[config.mk]
export PLATFORM = sky130hd
export DESIGN_NAME = comp_share_coeff_encoder
export DESIGN_NICKNAME = d
export VERILOG_FILES = /design/src/rtl/comp_share_coeff_encoder_pkg.sv /design/src/rtl/comp_share_coeff_encoder_nibble_enc.sv /design/src/rtl/comp_share_coeff_encoder.sv
export SDC_FILE = /design/constraint.sdc
export NUM_CORES = 1
export LEC_CHECK = 0
export CAP_MARGIN = 30
export CORE_ASPECT_RATIO = 0.8
export CORE_MARGIN = 4
export CORE_UTILIZATION = 25
export DETAILED_ROUTE_END_ITERATION = 6
export HOLD_SLACK_MARGIN = 0.1
export PLACE_DENSITY_LB_ADDON = 0.15
export SLEW_MARGIN = 10
export SYNTH_ARGS = -nofsm -noshare
export SYNTH_HDL_FRONTEND = slang
export SYNTH_SLANG_ARGS = --single-unit
[constraint.sdc]
create_clock -name clk -period 2.4 [get_ports clk]
set_clock_uncertainty 0.1 [all_clocks]
set_input_delay 0.48 -clock clk [delete_from_list [all_inputs] [get_ports clk]]
set_output_delay 0.48 -clock clk [all_outputs]
set_load 0.02 [all_outputs]
[src/rtl/comp_share_coeff_encoder_pkg.sv]
// Shared types for the computation-sharing multiplier (encoder and shift-add datapath).
package comp_share_pkg;

    typedef enum logic [1:0] {
        IDLE = 2'd0,
        SCAN = 2'd1,
        EMIT = 2'd2
    } state_t;

    // Odd-multiple index width: 2*sel+1 covers x1..x15.
    localparam int SEL_W = 3;

    // Shift field carried in the shared command word.
    localparam int CMD_SHIFT_W = 5;

    // Number of 4-bit windows covering a coefficient (top window may be partial).
    function automatic int nwin(input int poly_width);
        return (poly_width + 3) / 4;
    endfunction

    // One shift-add command.
    typedef struct packed {
        logic [SEL_W-1:0]       sel;
        logic [CMD_SHIFT_W-1:0] shift;
        logic                   zero;
        logic                   neg;
        logic                   last;
    } cmd_t;

endpackage

[src/rtl/comp_share_coeff_encoder_nibble_enc.sv]
// Combinational encode of one non-zero nibble into {odd-multiple select, trailing-zero count}.
// The nibble equals (2*sel+1) << k. A zero nibble gives don't-care outputs.
module comp_share_nibble_enc
    import comp_share_pkg::*;
(
    input  logic [3:0]       nib,
    output logic [SEL_W-1:0] sel,
    output logic [1:0]       k
);

    // Trailing zeros, then drop the odd part's low bit (always 1) to form the select.
    always_comb begin
        if (nib[0])      k = 2'd0;
        else if (nib[1]) k = 2'd1;
        else if (nib[2]) k = 2'd2;
        else             k = 2'd3;
        sel = SEL_W'(nib >> ({1'b0, k} + 3'd1));
    end

endmodule

[src/rtl/comp_share_coeff_encoder.sv]
// Coefficient encoder: splits a coefficient into one {sel, shift} command per non-zero
// 4-bit window, lowest window first, for the shift-add datapath.
// Optional macro COMP_SHARE_ENC_SIGNED_EN: two's-complement coefficients, magnitude encoded
// and every command of a negative coefficient flagged with cmd_neg.
//
// Handshakes: a transfer happens on a rising edge where valid and ready are both high.
// A producer holds valid and its payload stable until that edge; ready may change freely
// and is ignored while valid is low.
module comp_share_coeff_encoder
    import comp_share_pkg::*;
#(
    parameter int POLY_WIDTH = 17,
    parameter int SHIFT_W    = 5
) (
    input  logic                  clk,
    input  logic                  reset,
    input  logic                  coeff_vld,
    output logic                  coeff_rdy,
    input  logic [POLY_WIDTH-1:0] coeff,
    output logic                  cmd_vld,
    input  logic                  cmd_rdy,
    output logic [SEL_W-1:0]      cmd_sel,
    output logic [SHIFT_W-1:0]    cmd_shift,
    output logic                  cmd_zero,
    output logic                  cmd_neg,
    output logic                  cmd_last,
    output state_t                dbg_state
);

    localparam int NWIN  = nwin(POLY_WIDTH);
    localparam int PAD_W = 4 * NWIN;
    localparam int WIDX  = (NWIN > 1) ? $clog2(NWIN) : 1;

    state_t             state;
    logic [PAD_W-1:0]   mag_q;
    logic [NWIN-1:0]    nz_mask;
    cmd_t               cmd_q;
    logic               vld_q;

    logic [PAD_W-1:0]   mag_in;
    logic [NWIN-1:0]    mask_in;
    logic               neg_in;

    logic [WIDX-1:0]    win_idx;
    logic [NWIN-1:0]    win_onehot;
    logic [3:0]         win_nib;
    logic [SEL_W-1:0]   nib_sel;
    logic [1:0]         nib_k;
    cmd_t               cmd_next;

`ifdef COMP_SHARE_ENC_SIGNED_EN
    logic               neg_q;

    // Magnitude of a two's-complement coefficient; the most negative value wraps to
    // 2^(POLY_WIDTH-1), which is still correct read as unsigned.
    always_comb begin
        neg_in = coeff[POLY_WIDTH-1];
        mag_in = PAD_W'(neg_in ? (~coeff + 1'b1) : coeff);
    end
`else
    // Unsigned build: coefficient is already the magnitude.
    always_comb begin
        neg_in = 1'b0;
        mag_in = PAD_W'(coeff);
    end
`endif

    // Non-zero flag per window of the incoming magnitude.
    always_comb begin
        mask_in = '0;
        for (int i = 0; i < NWIN; i++) begin
            mask_in[i] = |mag_in[4*i +: 4];
        end
    end

    // Priority encoder: lowest set bit of nz_mask picks the window to emit next.
    always_comb begin
        win_idx    = '0;
        win_onehot = '0;
        for (int i = NWIN - 1; i >= 0; i--) begin
            if (nz_mask[i]) begin
                win_idx    = WIDX'(i);
                win_onehot = NWIN'(1) << i;
            end
        end
        win_nib = mag_q[{win_idx, 2'b00} +: 4];
    end

    comp_share_nibble_enc u_nibble_enc (
        .nib (win_nib),
        .sel (nib_sel),
        .k   (nib_k)
    );

    // Next command built from the selected window; an empty mask means a zero coefficient.
    always_comb begin
        cmd_next = '0;
        if (nz_mask == '0) begin
            cmd_next.zero = 1'b1;
            cmd_next.last = 1'b1;
        end else begin
            cmd_next.sel   = nib_sel;
            cmd_next.shift = CMD_SHIFT_W'({win_idx, 2'b00}) + CMD_SHIFT_W'(nib_k);
            cmd_next.last  = ((nz_mask & ~win_onehot) == '0);
`ifdef COMP_SHARE_ENC_SIGNED_EN
            cmd_next.neg   = neg_q;
`endif
        end
    end

    // Control FSM with registered command outputs.
    always_ff @(posedge clk or negedge reset) begin
        if (!reset) begin
            state   <= IDLE;
            mag_q   <= '0;
            nz_mask <= '0;
            cmd_q   <= '0;
            vld_q   <= 1'b0;
`ifdef COMP_SHARE_ENC_SIGNED_EN
            neg_q   <= 1'b0;
`endif
        end else begin
            case (state)
                IDLE: begin
                    if (coeff_vld) begin
                        mag_q   <= mag_in;
                        nz_mask <= mask_in;
`ifdef COMP_SHARE_ENC_SIGNED_EN
                        neg_q   <= neg_in;
`endif
                        state   <= SCAN;
                    end
                end
                SCAN: begin
                    cmd_q   <= cmd_next;
                    nz_mask <= nz_mask & ~win_onehot;
                    vld_q   <= 1'b1;
                    state   <= EMIT;
                end
                EMIT: begin
                    if (cmd_rdy) begin
                        if (cmd_q.last) begin
                            cmd_q <= '0;
                            vld_q <= 1'b0;
                            state <= IDLE;
                        end else begin
                            cmd_q   <= cmd_next;
                            nz_mask <= nz_mask & ~win_onehot;
                        end
                    end
                end
                default: begin
                    vld_q <= 1'b0;
                    state <= IDLE;
                end
            endcase
        end
    end

    // neg_in only matters in the signed build; keep it referenced in both.
    logic unused_neg;
    assign unused_neg = neg_in;

    assign coeff_rdy = (state == IDLE) && reset;
    assign cmd_vld   = vld_q;
    assign cmd_sel   = cmd_q.sel;
    assign cmd_shift = SHIFT_W'(cmd_q.shift);
    assign cmd_zero  = cmd_q.zero;
    assign cmd_neg   = cmd_q.neg;
    assign cmd_last  = cmd_q.last;
    assign dbg_state = state;

endmodule

==> results of run 1 <==
[layer usage]
layer	part of all wire	track usage	routed length, um
met1	0.53	0.159	2230
met3	0.061	0.0353	255
met5	0	0	0
met2	0.41	0.142	1710
met4	0.0045	0.0250	19
[cell families after synthesis]
family | Yosys count
compound gates | 47
simple gates | 40
flops | 35
mux | 18
buf+inv | 17
fa+ha+maj | 5
other cells | 1
[placed cells by master, fill, tap and decap left out, types with 2 or more instances in the layout]
cell             instances
dfrtp_1                 35
clkdlybuf4s50_1         33
mux2_2                  18
nand2_1                 11
nor2_1                  11
o21ai_0                 10
inv_1                    8
a22o_1                   7
a21oi_1                  7
clkbuf_8                 7
buf_4                    7
ha_1                     4
nand2b_1                 3
o21a_1                   3
nor3_1                   3
o31ai_1                  3
a221o_1                  3
o41ai_1                  3
nor2b_1                  2
a21o_1                   2
nor4_1                   2
or4_1                    2
a22oi_1                  2
[flip-flops by register name, indices dropped and copies added, names as in the netlist]
name and flops:
cmd_last 1, cmd_sel 3, cmd_shift 5, cmd_vld 1
cmd_zero 1, dbg_state 2, mag_q 17, nz_mask 5
[synthesized netlist by cell type, drive strengths merged, types with 2 or more instances]
cell     n  area share
ha       4       0.028
nand2   11       0.023
o21a     3       0.013
mux2    18        0.11
a221o    3       0.017
nor2    11       0.023
a21o     2      0.0085
nand2b   3       0.011
clkbuf   5       0.011
dfrtp   35        0.50
a22o     7       0.035
or4      3       0.015
nor2b    2      0.0071
a22oi    2      0.0085
o41ai    3       0.015
nor4     2      0.0071
o31ai    3       0.013
o21ai   10       0.028
buf      4       0.016
inv      8       0.017
nor3     3      0.0085
a21oi    7       0.020
[layout make-up]
type	instances	area, sq um
flip-flops and latches	35	876
inverters	8	30.0
multi-input cells	111	813
repair buffers	41	395
clock buffers	8	100
well taps	87	109
fillers	722	4570
[stage by stage]
| step | hold WS [ns] | worst slack, ns | power [W] | instances |
|---|---|---|---|---|
| global placement | 0.372 | 0.0999 | 0.00268 | 282 |
| global route | 0.428 | 0.00808 | 0.00338 | 290 |
| CTS | 0.396 | 0.00424 | 0.00316 | 290 |
| detailed placement | 0.379 | 0.0899 | 0.00268 | 282 |
| finish | 0.391 | 0.214 | 0.00312 | 290 |
| floorplan | 0.0844 | 0.263 | 0.00213 | 163 |
[what timing repair did]
action / 4_1_cts / 5_1_grt
endpoints found under the setup margin: 0 / 1
gates resized for setup: 0 / 1
hold buffers: 0 / 0
[report_power, final]
part           switching, W  internal, W
logic              0.000796     0.000765
clock network      0.000207     0.000262
registers          0.000224     0.000864
[final timing paths]
path,startpoint,end,slack (ns)
worst max-delay path,nz_mask[2],cmd_sel[1],0.21
worst min-delay path,cmd_zero,cmd_zero,0.39
worst max register to register,nz_mask[2],cmd_sel[1],0.21
worst min register to register,cmd_zero,cmd_zero,0.39
max in group asynchronous,reset,nz_mask[1],1.29
min in group asynchronous,reset,dbg_state[1],0.56
[worst min-delay path, stage by stage, from the launching register on]
cell     delay [ns]
dfrtp_1        0.35
nand2_1        0.04
o21ai_0        0.06
==> summary.md, run 1 <==
| Metric | Value |
|---|---|
| Fraction of registers with async set or reset after synthesis | `1.00` |
| CTS tree | `yes` |
| Routability Congestion | `about 0.77` |
| Utilization after layout | `0.337` |
| Pleak | `just under 1 nW` |
| Synth Register Bits | `35` |
| Crit path max-delay cell type | `or4_1` |
| Die height | `roughly 83 um` |
| Worst path max stage delay | `approximately 0.56 ns` |
| Max-slew violation count | `0` |
| Hold Violations, Final | `0` |
| Slew Limit Headroom | `0.447` |
| Syn Area/Cell | `10.8 sq um` |
| Crit share post-route | `0.911` |
| Share of cells above drive strength 1 | `0.167` |
| Area grow syn2layout | `31.5%` |
| Final nets | `227` |
| First-pass GRT wire length | `slightly above 7000 um` |
| Pwr dens | `~1300 nW/um^2` |
| Crit. End Element | `register` |
| Largest net degree at the start of global routing | `36` |
| Setup CP Type | `reg2reg` |
| Vias | `1342` |
| Unrepaired setup endpoints after global routing | `no` |
| WP depth | `5` |
| Post-layout minimum cycle time | `about 2.2 ns` |
| Sequential-to-total area share from yosys stat | `0.496` |
| Cell variety after synth | `39` |
| Cell Area, Synth | `1770 sq um` |
| Post-Synth Simple-Gate Area | `0.120` |
| Root buffer cell | `clkbuf_8` |
| Syn nets | `188` |
| Clk buf depth | `2` |
| Routed WL | `roughly 4200 um` |
| EDFF count, synth | `0` |
| Worst hold path depth | `2` |
| Remaining Overflow, GRT | `0` |
| FMAX | `around 460 MHz` |
| # DRC | `0` |
| Gate Count Post-Synth | `~160` |
| Clock sink count | `35` |
| Dpl cell area | `2220 sq um` |
| Rows | `27` |
| First drt pass iteration count | `5` |
| Compound-Gate Fraction of Synth Area | `0.190` |
| Initial core utilization | `0.256` |
| Max cap viols | `0` |
| Ant. Diodes | `0` |
| Die ar. | `~8500 sq um` |
| Worst-Margin Slew | `0.823 ns` |
| Critical path launch point type | `register` |
| Total global-route track usage | `0.105` |
| Yosys warnings | `0` |
| Worst hold path class | `reg2reg` |
| Clk_lat worst skew | `between 0.2 and 0.3 ns` |
| Setup violations, final | `0` |
| Number of cells on the worst reg-to-reg path | `5` |
| Drt via density | `roughly 4.6` |
| Horiz. Die Dim | `about 100 um` |
| Worst EP arrival | `roughly 2.3 ns` |
| Dpl hpwl | `3240 um` |
| Wire per inst | `14.5 um` |
| CTS Buf Count | `5` |
| H-tree levels | `2` |
| Port buffer count | `34` |
| Main synth FF type | `dfrtp_1` |
| I/O pin cnt | `36` |
| CP Max Fanout | `14` |
| Antenna Nets Post-Route | `0` |
| Iter 0 DRT Violations | `slightly below 80` |
| Largest family of logic cells by synthesized area | `compound AO/OA/AOI/OAI gates` |
| Post-CTS Setup Inserts | `0` |
| WP data required | `between 2 and 3 ns` |
| Synth Area in Adders | `0.0340` |
| CP bufs+invs | `0` |
| Clock transition at the registers of the reported paths | `0.07 ns` |
| CP delay by family, top | `simple AND/OR/NAND/NOR gates` |
| Setup TNS | `0 ns` |
| Number of global-route vias before repair | `roughly 1.4k` |
| Final Instance Area | `roughly 2300 sq um` |
| Xor/xnor cell area share of the yosys netlist | `0` |
| Initial antenna violation count | `0` |
| Maximum vdd ir drop | `0.377 mV` |
| Fraction of synthesized area in multiplexers | `0.115` |
| Core ar. | `between 6000 and 7000 sq um` |
| Crit-path cells | `or4b_1 -> a21oi_1 -> a311oi_1 -> or4_1 -> nand2_1` |
| Status | `completed` |
No activity file was read; power rests on OpenSTA's default activity.
==> inputs of run 2 (changes only) <==
Settings changed: CAP_MARGIN 30 to 10, CORE_UTILIZATION 25 to 38.
==> summary.md, run 2 (same netlist as run 1, synthesis figures left out) <==
| Metric | Value |
|---|---|
| Unrepaired setup endpoints after global routing | `no` |
| Clock transition at the registers of the reported paths | `0.07 ns (about the same)` |
| Post-layout minimum cycle time | `2.17 ns (-0.0139 ns)` |
| Remaining Overflow, GRT | `0 (unchanged)` |
| Rows | `21 (-22%)` |
| Final nets | `225 (-0.88%)` |
| Share of cells above drive strength 1 | `0.164 (-0.00331)` |
| Worst hold path startpoint | `cmd_sel[0]` |
| Crit path max-delay cell type | `a311oi_1` |
| Ant. Diodes | `0 (unchanged)` |
| Port buffer count | `34 (unchanged)` |
| Seq pwr share | `0.348 (about the same)` |
| Worst hold path class | `reg2reg` |
| Slew Limit Headroom | `0.481 (+0.0335)` |
| Status | `completed` |
| Horiz. Die Dim | `84.2 um (-17%)` |
| Fin Hold WS | `0.387 ns (-0.00404 ns)` |
| Pleak | `0.983 nW (-0.27%)` |
| Critical path's most frequent cell | `nor2_1` |
| First drt pass iteration count | `4 (-1)` |
| Max-slew violation count | `0 (unchanged)` |
| Antenna Nets Post-Route | `0 (unchanged)` |
| Routed WL | `4010 um (-4.7%)` |
| CTS Buf Count | `5 (unchanged)` |
| Reg2Reg Setup Slack | `0.23 ns (about the same)` |
| Sw Share | `0.390 (-0.00344)` |
| Largest register FFs | `17 (unchanged)` |
| Iter 0 DRT Violations | `78 (-1.3%)` |
| Drt via density | `5.43 (+17%)` |
| Gate power share | `0.484 (-0.017)` |
| H-tree levels | `2 (unchanged)` |
| Area grow syn2layout | `29.2%` |
| Number of cells on the worst reg-to-reg path | `5 (unchanged)` |
| Largest net degree at the start of global routing | `36 (unchanged)` |
| RR Endpoint | `cmd_shift[1]` |
| Number of global-route vias before repair | `1392 (-0.50%)` |
| Crit-path cells | `nor2_1 -> nand3b_1 -> a311oi_1 -> nor2_1 -> a22o_1` |
| Setup TNS | `0 ns (unchanged)` |
| CP Max Fanout | `14 (unchanged)` |
| Crit share post-route | `0.905 (-0.00580)` |
| Die ar. | `5810 sq um (-32%)` |
| CTS tree | `yes` |
| Crit. End Element | `register` |
| Worst EP arrival | `2.25 ns (-0.05 ns)` |
| I/O pin cnt | `36 (unchanged)` |
| # DRC | `0 (unchanged)` |
| Worst path max stage delay | `0.68 ns (+0.12 ns)` |
| Hold Violations, Final | `0 (unchanged)` |
| Highest-count cells in the layout ignoring fill and taps | `35 x dfrtp_1, 33 x clkdlybuf4s50_1, 18 x mux2_2` |
| Initial antenna violation count | `0 (unchanged)` |
| Max cap viols | `0 (unchanged)` |
| Clk_lat worst skew | `0.29 ns (about the same)` |
| FILL cells | `410 (-43%)` |
| Most common cell after layout, fill and taps aside | `dfrtp_1` |
| Clk buf depth | `2 (unchanged)` |
| FMAX | `460 MHz (+0.64%)` |
| Reg-to-reg startpoint | `nz_mask[2]` |
| Setup CP Type | `reg2reg` |
| Initial core utilization | `0.408 (+0.151)` |
| Hold path endpoint | `cmd_sel[0]` |
| First-pass GRT wire length | `6840 um (-3.2%)` |
| CP Launch Point | `nz_mask[2]` |
| Total global-route track usage | `0.151 (+0.0455)` |
| Dpl hpwl | `3070 um (-5.4%)` |
| Worst hold path depth | `2 (unchanged)` |
| Root buffer cell | `clkbuf_8` |
| Vias | `1401 (+4.4%)` |
| Part of the power in the clock network | `0.168 (+0.018)` |
| Clock sink count | `35 (unchanged)` |
| Maximum vdd ir drop | `0.473 mV (+25%)` |
| Setup violations, final | `0 (unchanged)` |
| Reg with most FFs | `mag_q` |
| Net Switching | `0.00122 W (-0.15%)` |
| Pwr dens | `1370 nW/um^2 (+2.5%)` |
| Die height | `69.0 um (-17%)` |
| Routability Congestion | `0.790 (+2.9%)` |
| Core ar. | `4340 sq um (-37%)` |
| WP data required | `2.47 ns (-0.04 ns)` |
| Internal power | `0.00191 W (+1.3%)` |
| Worst-Margin Slew | `0.773 ns (-0.0499 ns)` |
| Wire per inst | `15.5 um (+7.1%)` |
| Critical path launch point type | `register` |
-- run 2: layout make-up --
class	instances	area, sq um	area share
sequential	35	876	0.384
multi-input combinational	111	813	0.356
timing repair buffer	39	380	0.167
tap	57	71.3	0.0312
clock buffer	5	68.8	0.0301
clock inverter	3	43.8	0.0192
inverter	8	30.0	0.0132
-- run 2: what timing repair did --
item	CTS	global route
hold endpoints to repair	0	0
setup buffers	0	0
resized for setup	0	1
hold buffers	0	0
setup endpoints to repair	0	1
-- run 2: worst max path at each step --
stage	depth (start not counted)	endpoint	slack [ns]
2_1_floorplan	7	cmd_sel[1]	0.26
3_3_place_gp	3	coeff_rdy	0.11
3_5_place_dp	3	coeff_rdy	0.11
4_1_cts	4	coeff_rdy	0.04
5_1_grt	6	cmd_sel[0]	0.08
6_report	5	cmd_shift[1]	0.23
-- run 2: per-layer routing --
layer,track usage,vias up,wire length [um],share of wire
met2,0.237,47,1800,0.45
met5,0,-,0,0
met3,0.0439,4,247,0.062
li1,-,670,-,-
met1,0.202,680,1930,0.48
met4,0.0482,0,29,0.0072
-- run 2: power groups by stage --
stage / registers (W) / logic (W) / clock network [W]
2_1_floorplan: 0.00108 / 0.00105 / 0
3_3_place_gp: 0.00109 / 0.00149 / 0
3_5_place_dp: 0.00111 / 0.00152 / 0
4_1_cts: 0.00110 / 0.00153 / 0.000543
5_1_grt: 0.00113 / 0.00169 / 0.000569
6_report: 0.00109 / 0.00152 / 0.000526
-- run 2: per-stage QoR --
step	area, sq um	util	setup slack (ns)	total power [W]	cells
after floorplan	1770	-	0.263	0.00213	163
after global placement	2170	0.500	0.107	0.00259	250
after detailed placement	2170	0.500	0.112	0.00263	250
after CTS	2280	0.526	0.0354	0.00317	258
after global routing	2280	0.527	0.0761	0.00339	258
final	2280	0.527	0.228	0.00314	258
-- run 2: critical path: cells and delay by family (launching register included) --
kind | cells | cell delay (ns)
compound gates | 2 | 0.91
flops | 1 | 0.59
simple gates | 3 | 0.46
==> inputs of run 3 (changes only) <==
Settings changed: ABC_CLOCK_PERIOD_IN_PS set to 2400.
==> results of run 3 <==
Same layout as run 2: the final DEF is identical, and so are final timing and power.
